File: src/rtl/pmod_led_pwm_pkg.sv
// pmod_led_pwm_pkg: shared mode encodings and default board pin map for the PMOD LED driver
package pmod_led_pwm_pkg;
  typedef enum logic [1:0] {
    LED_OFF   = 2'd0,
    LED_ON    = 2'd1,
    LED_BLINK = 2'd2
  } led_mode_e;
  localparam logic [23:0] DEFAULT_PIN_MAP = 24'o64207531;
endpackage

File: src/rtl/pmod_led_pwm_if.sv
// pmod_led_pwm_if: single-cycle channel configuration write bus
interface pmod_led_pwm_if #(
  parameter int N_LED    = 8,
  parameter int PWM_BITS = 8
) ();
  logic                       wr_en;
  logic [$clog2(N_LED)-1:0]   wr_ch;
  logic [PWM_BITS-1:0]        wr_level;
  logic [1:0]                 wr_mode;
  modport master (output wr_en, wr_ch, wr_level, wr_mode);
  modport slave  (input  wr_en, wr_ch, wr_level, wr_mode);
endinterface

File: src/rtl/pwm_timebase.sv
// pwm_timebase: shared prescaler, PWM step counter, frame strobe and blink phase
module pwm_timebase #(
  parameter int PWM_BITS     = 8,
  parameter int PWM_DIV      = 1024,
  parameter int BLINK_FRAMES = 64
) (
  input  logic                clk,
  input  logic                reset,
  output logic [PWM_BITS-1:0] pwm_cnt,
  output logic                boundary,
  output logic                blink_phase,
  output logic                frame_start
);
  localparam int DW = PWM_DIV > 1 ? $clog2(PWM_DIV) : 1;
  localparam int BW = BLINK_FRAMES > 1 ? $clog2(BLINK_FRAMES) : 1;
  localparam logic [PWM_BITS-1:0] PWM_LAST = PWM_BITS'((1 << PWM_BITS) - 2);
  logic [DW-1:0] div_cnt;
  logic [BW-1:0] blink_cnt;
  logic step, frame_end, blink_wrap;
  assign step       = div_cnt == DW'(PWM_DIV - 1);
  assign frame_end  = step && pwm_cnt == PWM_LAST;
  assign blink_wrap = blink_cnt == BW'(BLINK_FRAMES - 1);
  assign boundary   = div_cnt == '0 && pwm_cnt == '0;
  // Blink state advances on the last cycle of a frame so the new phase covers the whole next frame.
  always_ff @(posedge clk) begin
    if (reset) begin
      div_cnt     <= '0;
      pwm_cnt     <= '0;
      blink_cnt   <= '0;
      blink_phase <= 1'b0;
      frame_start <= 1'b0;
    end else begin
      div_cnt     <= step ? '0 : div_cnt + 1'b1;
      frame_start <= boundary;
      if (step) pwm_cnt <= frame_end ? '0 : pwm_cnt + 1'b1;
      if (frame_end) begin
        blink_cnt   <= blink_wrap ? '0 : blink_cnt + 1'b1;
        blink_phase <= blink_phase ^ blink_wrap;
      end
    end
  end
endmodule

File: src/rtl/pmod_led_pwm.sv
// pmod_led_pwm: per-channel PWM/blink LED driver with frame-synchronous config and pin remap
module pmod_led_pwm
  import pmod_led_pwm_pkg::*;
#(
  parameter int N_LED        = 8,
  parameter int PWM_BITS     = 8,
  parameter int PWM_DIV      = 1024,
  parameter int BLINK_FRAMES = 64,
  parameter bit ACTIVE_LOW   = 1'b1,
  parameter logic [N_LED*$clog2(N_LED)-1:0] PIN_MAP = DEFAULT_PIN_MAP
) (
  input  logic             clk,
  input  logic             reset,
  pmod_led_pwm_if.slave    bus,
  output logic [N_LED-1:0] pmod,
  output logic             frame_start
);
  localparam int CW = $clog2(N_LED);
  logic [PWM_BITS-1:0] pwm_cnt;
  logic boundary, blink_phase;
  logic [N_LED-1:0] lit, pin_nxt;
  pwm_timebase #(
    .PWM_BITS(PWM_BITS),
    .PWM_DIV(PWM_DIV),
    .BLINK_FRAMES(BLINK_FRAMES)
  ) u_timebase (
    .clk(clk),
    .reset(reset),
    .pwm_cnt(pwm_cnt),
    .boundary(boundary),
    .blink_phase(blink_phase),
    .frame_start(frame_start)
  );
  for (genvar i = 0; i < N_LED; i++) begin : g_ch
    logic [PWM_BITS-1:0] sh_level, act_level, eff_level;
    logic [1:0] sh_mode, act_mode, eff_mode;
    always_ff @(posedge clk) begin
      if (reset) begin
        sh_level  <= '0;
        sh_mode   <= LED_OFF;
        act_level <= '0;
        act_mode  <= LED_OFF;
      end else begin
        if (boundary) begin
          act_level <= sh_level;
          act_mode  <= sh_mode;
        end
        if (bus.wr_en && bus.wr_ch == CW'(i)) begin
          sh_level <= bus.wr_level;
          sh_mode  <= bus.wr_mode;
        end
      end
    end
    // On the boundary cycle compare against the config being loaded, so step 0 of the frame already uses it.
    assign eff_level = boundary ? sh_level : act_level;
    assign eff_mode  = boundary ? sh_mode : act_mode;
    assign lit[i] = pwm_cnt < eff_level && (eff_mode == LED_ON || (eff_mode == LED_BLINK && blink_phase));
  end
  always_comb begin
    pin_nxt = '0;
    for (int i = 0; i < N_LED; i++) pin_nxt[PIN_MAP[i*CW +: CW]] = lit[i] ^ ACTIVE_LOW;
  end
  always_ff @(posedge clk) pmod <= reset ? {N_LED{ACTIVE_LOW}} : pin_nxt;
endmodule

File: src/flat_wrapper.sv
// flat-port wrapper written by rule: the top's interface ports become plain ports
module pmod_led_pwm_flat import pmod_led_pwm_pkg::*;
#(
  parameter int N_LED        = 8,
  parameter int PWM_BITS     = 8,
  parameter int PWM_DIV      = 1024,
  parameter int BLINK_FRAMES = 64,
  parameter bit ACTIVE_LOW   = 1'b1,
  parameter logic [N_LED*$clog2(N_LED)-1:0] PIN_MAP = DEFAULT_PIN_MAP
)
  (clk, reset, pmod, frame_start, bus_wr_en, bus_wr_ch, bus_wr_level, bus_wr_mode);
  pmod_led_pwm_if #(.N_LED(N_LED), .PWM_BITS(PWM_BITS)) bus_i ();
  input  logic clk;
  input  logic reset;
  output logic [N_LED-1:0] pmod;
  output logic frame_start;
  input wire logic [$bits(bus_i.wr_en)-1:0] bus_wr_en;
  input wire logic [$bits(bus_i.wr_ch)-1:0] bus_wr_ch;
  input wire logic [$bits(bus_i.wr_level)-1:0] bus_wr_level;
  input wire logic [$bits(bus_i.wr_mode)-1:0] bus_wr_mode;
  assign bus_i.wr_en = bus_wr_en;
  assign bus_i.wr_ch = bus_wr_ch;
  assign bus_i.wr_level = bus_wr_level;
  assign bus_i.wr_mode = bus_wr_mode;
  pmod_led_pwm #(.N_LED(N_LED), .PWM_BITS(PWM_BITS), .PWM_DIV(PWM_DIV), .BLINK_FRAMES(BLINK_FRAMES), .ACTIVE_LOW(ACTIVE_LOW), .PIN_MAP(PIN_MAP)) u_core (.clk(clk), .reset(reset), .bus(bus_i), .pmod(pmod), .frame_start(frame_start));
endmodule
File: config.mk
export PLATFORM = sky130hd
export DESIGN_NAME = pmod_led_pwm_flat
export DESIGN_NICKNAME = d
export VERILOG_FILES = /design/src/rtl/pmod_led_pwm_pkg.sv /design/src/rtl/pmod_led_pwm_if.sv /design/src/rtl/pwm_timebase.sv /design/src/rtl/pmod_led_pwm.sv /design/src/flat_wrapper.sv
export SDC_FILE = /design/constraint.sdc
export NUM_CORES = 1
export LEC_CHECK = 0
export BUFFER_PORTS_ARGS = -buffer_cell sky130_fd_sc_hd__buf_4
export CAP_MARGIN = 20
export CORE_UTILIZATION = 30
export DETAILED_ROUTE_END_ITERATION = 6
export GPL_TIMING_DRIVEN = 0
export PLACE_DENSITY = 0.4
export SLEW_MARGIN = 0
export SYNTH_ARGS = -nofsm -noshare
export SYNTH_HDL_FRONTEND = slang
export SYNTH_SLANG_ARGS = --single-unit
File: constraint.sdc
create_clock -name clk -period 4.4 [get_ports clk]
set_input_delay 0.22 -clock clk [delete_from_list [all_inputs] [get_ports clk]]
set_output_delay 0.22 -clock clk [all_outputs]
set_load 0.02 [all_outputs]
==> results of run 1 <==
==> power by group <==
| group | switching (uW) | internal (uW) |
|---|---|---|
| Sequential | 15.7 | 1780 |
| Clock | 713 | 929 |
| Combinational | 238 | 95.1 |
| Total | 967 | 2810 |
==> layout make-up <==
class | instances | area (um2)
fill | 2986 | 18200
multi-input combinational | 743 | 4440
sequential | 194 | 3880
tap | 378 | 473
clock buffer | 20 | 457
buffer | 53 | 209
clock inverter | 12 | 155
timing repair buffer | 9 | 67.6
inverter | 6 | 22.5
==> path summary, 6_finish.rpt <==
kind	start	endpoint	slack (ps)	cells past startpoint
max	u_core.u_timebase.pwm_cnt[0]	u_core.pmod[3]	400	13
min	bus_wr_level[7]	u_core.g_ch[2].sh_level[7]	230	3
max reg2reg	u_core.u_timebase.pwm_cnt[0]	u_core.pmod[3]	400	13
min reg2reg	u_core.g_ch[2].sh_level[5]	u_core.g_ch[2].sh_level[5]	450	2
==> metrics by stage <==
stage               hold WS (ps)  utilization [%]  area (um2)  worst slack (ps)  std cells
finish                       233             34.8        9710               400       1415
global route                 237             34.8        9710              87.3       1415
CTS                          211             34.8        9710               329       1415
detailed placement           448             32.6        9100               356       1383
global placement             444             32.5        9090               336       1383
floorplan                    436                -        8550              1570        996
==> sequential cells by signal, summed over array words and instances (netlist names) <==
signal                         cells
u_core.g_ch.act_level             64
u_core.g_ch.act_mode              16
u_core.g_ch.sh_level              64
u_core.g_ch.sh_mode               16
u_core.pmod                        8
u_core.u_timebase.blink_cnt        6
u_core.u_timebase.blink_phase      1
u_core.u_timebase.div_cnt         10
u_core.u_timebase.frame_start      1
u_core.u_timebase.pwm_cnt          8
==> routing by layer <==
metal	GRT usage, %	up-vias
met5	0	-
met4	4.90	4
met3	2.98	22
met2	33.3	86
met1	26.2	3175
li1	-	3444
==> cell families (layout without fill, tap and decap cells) <==
family          count (synthesis)  in the layout
mux                            73             73
compound gates                161            161
fa+ha+maj                      62             62
flops                         194            194
simple gates                  430            430
buf+inv                        59            100
xor+xnor                       17             17
==> tightest hold or removal path, stage by stage <==
cell and delay [ps]:
buf_1 230, nand2_1 120, a21oi_1 60
==> cell usage in the layout, fill, tap and decap left out, drive strengths merged, types with 9 or more instances in the layout <==
cell and count:
buf 27, nor2 111, nand4 15, a21oi 117, nand3 28, mux2i 73
nor3 12, ha 62, clkbuf 55, dfxtp 194, nand3b 9, xor2 14
o21ai 25, nand2 209, nor2b 20
==> results.cfg, run 1 <==
[logic_synthesis]
synth_xor_area_share_pct = 1.74
ys_ff_latch = 194
synth_fa_ha_area_share_pct = 9.08
yosysMostFrequentCell = nand2_1
syn_area_um2 = 8550
yosysWarnings = 0
synth.top_cells.by_count = nand2_1, dfxtp_1, a21oi_1, nor2_1, mux2i_1
async_reset_ff_share_pct = 0
synth_compound_area_share_pct = 10.1
synth-simple-area-share_pct = 22.4
synth_cell_types = 37
syn-instance-count = 996
yosys.area.top_type_share_pct = 45.4
synth-main-ff-cell = dfxtp_1
synth.area.mux_share_pct = 8.55
synth_top_family_by_area = simple AND/OR/NAND/NOR gates
syn_area_per_cell_um2 = 8.58
synthTopCellsByArea = dfxtp_1, nand2_1, ha_1
syn_nets = 1074
synth_edf_count = 0
yosys.area.top_type = dfxtp_1
ys_seq_area_share_pct = 45.4

[final_layout]
drive_gt1_share_pct = 5.30
final_nets = 1102
syn_to_final_growth_pct = 13.6
n_antenna_cell = 0

[floorplanning]
die_y_um = 171
core_um2 = 27900
dieArea_um2 = 29200
std_cell_rows = 61
die_w_um = 171
io_pins = 25
initial_core_util_pct = 30.6

[sta]
rsz0062_at_grt = no
timing.final.crit_share_pct = 90.9
fin_worst_skew_ps = 16.8
worst_pin_slew_ps = 977
fin_setup_tns_ps = 0
slew_headroom_pct = 34.9
setup_violations = 0
hold_viol_final = 0
period_minus_slack_ps = 4000
timing.fmax_ghz = 0.250
drv_slew = 0

[cts]
max-clock-path-buffers = 2
cts_setup_buffers = 0
postCtsHoldBufs = 0
cts_resized = 0
cts-htree-levels = 4
cts_tree = yes
insertion_delay_ps = 440
cts_made_buffers = 17
root_buffer = clkbuf_16
clk_pin_slew_ps = 80
cts_sinks = 194

[global_routing]
overflow = 0
grt_pass1_wl_mm = 41.1
grt_pass1_vias = 6534
antenna_found_initial = 2
track_usage_pct = 19.7
grt_max_degree = 17

[placed_design]
gp_congestion = 0.754
portBuffers = 9
hpwl_mm = 17.8

[worst_setup_path]
critPathRequiredTime_ps = 4690
crit_type = reg -> reg
path_cells = clkbuf_1 > inv_1 > ha_1 > nor4b_1 > nand4_1 > clkbuf_1 > clkbuf_1 > mux2i_1 > ha_1 > nand4_1 > nor2_1 > nor3_1 > o2111ai_1
end_kind = flip-flop
critPathSlowestCell = clkbuf_1
worstPathArrival_ps = 4290
crit_family = buffers and inverters
cp_num_buf_inv = 4
cp_max_fo = 10
crit_top_cell = clkbuf_1
max_stage_delay_ps = 680
cp-start-kind = flip-flop

[power]
ir_drop_mv = 0.232
p_leak_uw = 0.00372
powerDensity_nw_per_um2 = 389
finalPower_uw = 3770

[detailed_routing]
met3_length_um = 672
first_pass_iters = 6
top_layer = met5
wl_per_cell_um = 19.2
wl_mm = 27.2
wl_met2_mm = 13.0
drt_iter0_drc = 386
wl_met1_mm = 13.2
viasPerCell = 4.76
drc = 0
vias = 6731
ant_nets = 0

[min_path]
hold_class = in -> reg

[flow_run]
maxCapViolCount = 0

[status]
status = completed
Power figures use the tool's default switching activity.
==> run 2: changes to the inputs <==
- CORE_UTILIZATION: 30 -> 55
- PLACE_DENSITY: 0.4 -> 0.68
==> results.cfg, run 2 (synthesis results as in run 1) <==
[final_layout]
final_nets = 1104
n_antenna_cell = 0
mostFrequentLayoutCell = nand2_1
fillers = 1340
drive_gt1_share_pct = 5.29
layout_common_cells = nand2_1, dfxtp_1, a21oi_1
multi_input_area_um2 = 4430
design_area_um2 = 9480
regArea_um2 = 3880
top_regs = u_core.g_ch.act_level x64, u_core.g_ch.sh_level x64
syn_to_final_growth_pct = 10.9

[worst_setup_path]
end_kind = flip-flop
rr_endpoint = u_core.pmod[3]
cp_max_fo = 10
cp-startpoint = u_core.u_timebase.pwm_cnt[0]
r2r_start = u_core.u_timebase.pwm_cnt[0]
crit_type = reg -> reg
r2r_cells = 14
worstPathArrival_ps = 4200
reg2reg_slack_ps = 490
cp-start-kind = flip-flop
critPathRequiredTime_ps = 4690

[floorplanning]
initial_core_util_pct = 56.2
die_w_um = 127
io_pins = 25
dieArea_um2 = 16000
core_um2 = 15200
die_y_um = 127
std_cell_rows = 45

[power]
p_sw_share_pct = 24.6
p_leak_uw = 0.00374
pwr-share-clk_pct = 43.2
p_sw_uw = 917
ir_drop_mv = 0.310
power_frac_seq_pct = 48.3
internal_power_uw = 2810
powerDensity_nw_per_um2 = 393
combPwrFrac_pct = 8.4

[cts]
postCtsHoldBufs = 0
insertion_delay_ps = 440
cts_tree = yes
root_buffer = clkbuf_16
cts_resized = 0
cts_made_buffers = 17
cts_sinks = 194
cts-htree-levels = 4
clk_pin_slew_ps = 70
cts_setup_buffers = 0
max-clock-path-buffers = 2

[global_routing]
grt_max_degree = 17
track_usage_pct = 29.5
grt_pass1_wl_mm = 35.5
overflow = 0
antenna_found_initial = 0
grt_pass1_vias = 6494

[placed_design]
gp_congestion = 0.859
hpwl_mm = 14.7
dpl_cell_area_um2 = 8860
pre_cts_ws_ps = 577
portBuffers = 9

[sta]
timing.fmax_ghz = 0.256
rsz0062_at_grt = no
fin_setup_tns_ps = 0
fin_worst_skew_ps = 11.4
period_minus_slack_ps = 3910
setup_violations = 0
hold_viol_final = 0
timing.final.crit_share_pct = 88.9
slew_headroom_pct = 37.3
drv_slew = 0
worst_slack_ps = 490
worst_pin_slew_ps = 940
hold_ws_ps = 235

[detailed_routing]
viasPerCell = 5.67
vias = 6954
drt_iter0_drc = 509
first_pass_iters = 7
ant_nets = 0
drc = 4
wl_per_cell_um = 18.4
wl_mm = 22.6

[flow_run]
maxCapViolCount = 0

[status]
violations = design-rule violations
status = finished, violations left

[min_path]
hp-start = bus_wr_level[7]
hold_end = u_core.g_ch[0].sh_level[7]
whs_path_depth = 3
hold_class = in -> reg
==> run 2: worst max-delay path, stage by stage, from the launching register on <==
cell	delay [ps]
dfxtp_1	340
clkbuf_1	600
inv_1	190
ha_1	260
nor4b_1	180
nand4_1	160
clkbuf_1	300
buf_2	420
mux2i_1	320
ha_1	290
a21o_1	180
a21oi_1	130
nor2_1	50
nor3_1	180
o2111ai_1	170
==> run 2: worst max path at each step <==
stage | to | slack, ps
3_5_place_dp | u_core.pmod[1] | 580
2_1_floorplan | u_core.pmod[0] | 1570
3_3_place_gp | u_core.pmod[0] | 680
6_report | u_core.pmod[3] | 490
5_1_grt | u_core.pmod[3] | 280
4_1_cts | u_core.pmod[3] | 510
==> run 2: area by class of cell <==
| cell class | instances | area share [%] |
|---|---|---|
| plain buffers | 53 | 2.20 |
| clock inverters | 12 | 1.65 |
| inverters | 6 | 0.238 |
| flip-flops and latches | 194 | 41.0 |
| repair buffers | 11 | 0.871 |
| multi-input cells | 743 | 46.8 |
| clock buffers | 20 | 4.82 |
| well taps | 188 | 2.48 |
==> run 2: per-layer routing <==
layer	track usage (%)	part of all wire (%)	routed length, um
met1	39.1	47	10500
met2	49.3	47	10600
met3	4.01	3.9	879
met4	10.9	2.3	519
met5	0	0	0
==> run 2: stage by stage <==
stage / utilization, % / cells / power [uW]
final: 62.3 / 1227 / 3720
after global placement: 58.2 / 1193 / 2150
after global routing: 62.3 / 1227 / 3840
after floorplan: - / 996 / 2050
after CTS: 62.3 / 1227 / 3730
after detailed placement: 58.3 / 1195 / 2150
==> run 2: power by group through the flow <==
stage	Sequential (uW)	Combinational, uW	Clock [uW]
6_report	1800	314	1610
5_1_grt	1800	337	1700
4_1_cts	1800	312	1620
3_5_place_dp	1840	310	0
3_3_place_gp	1840	309	0
2_1_floorplan	1840	209	0
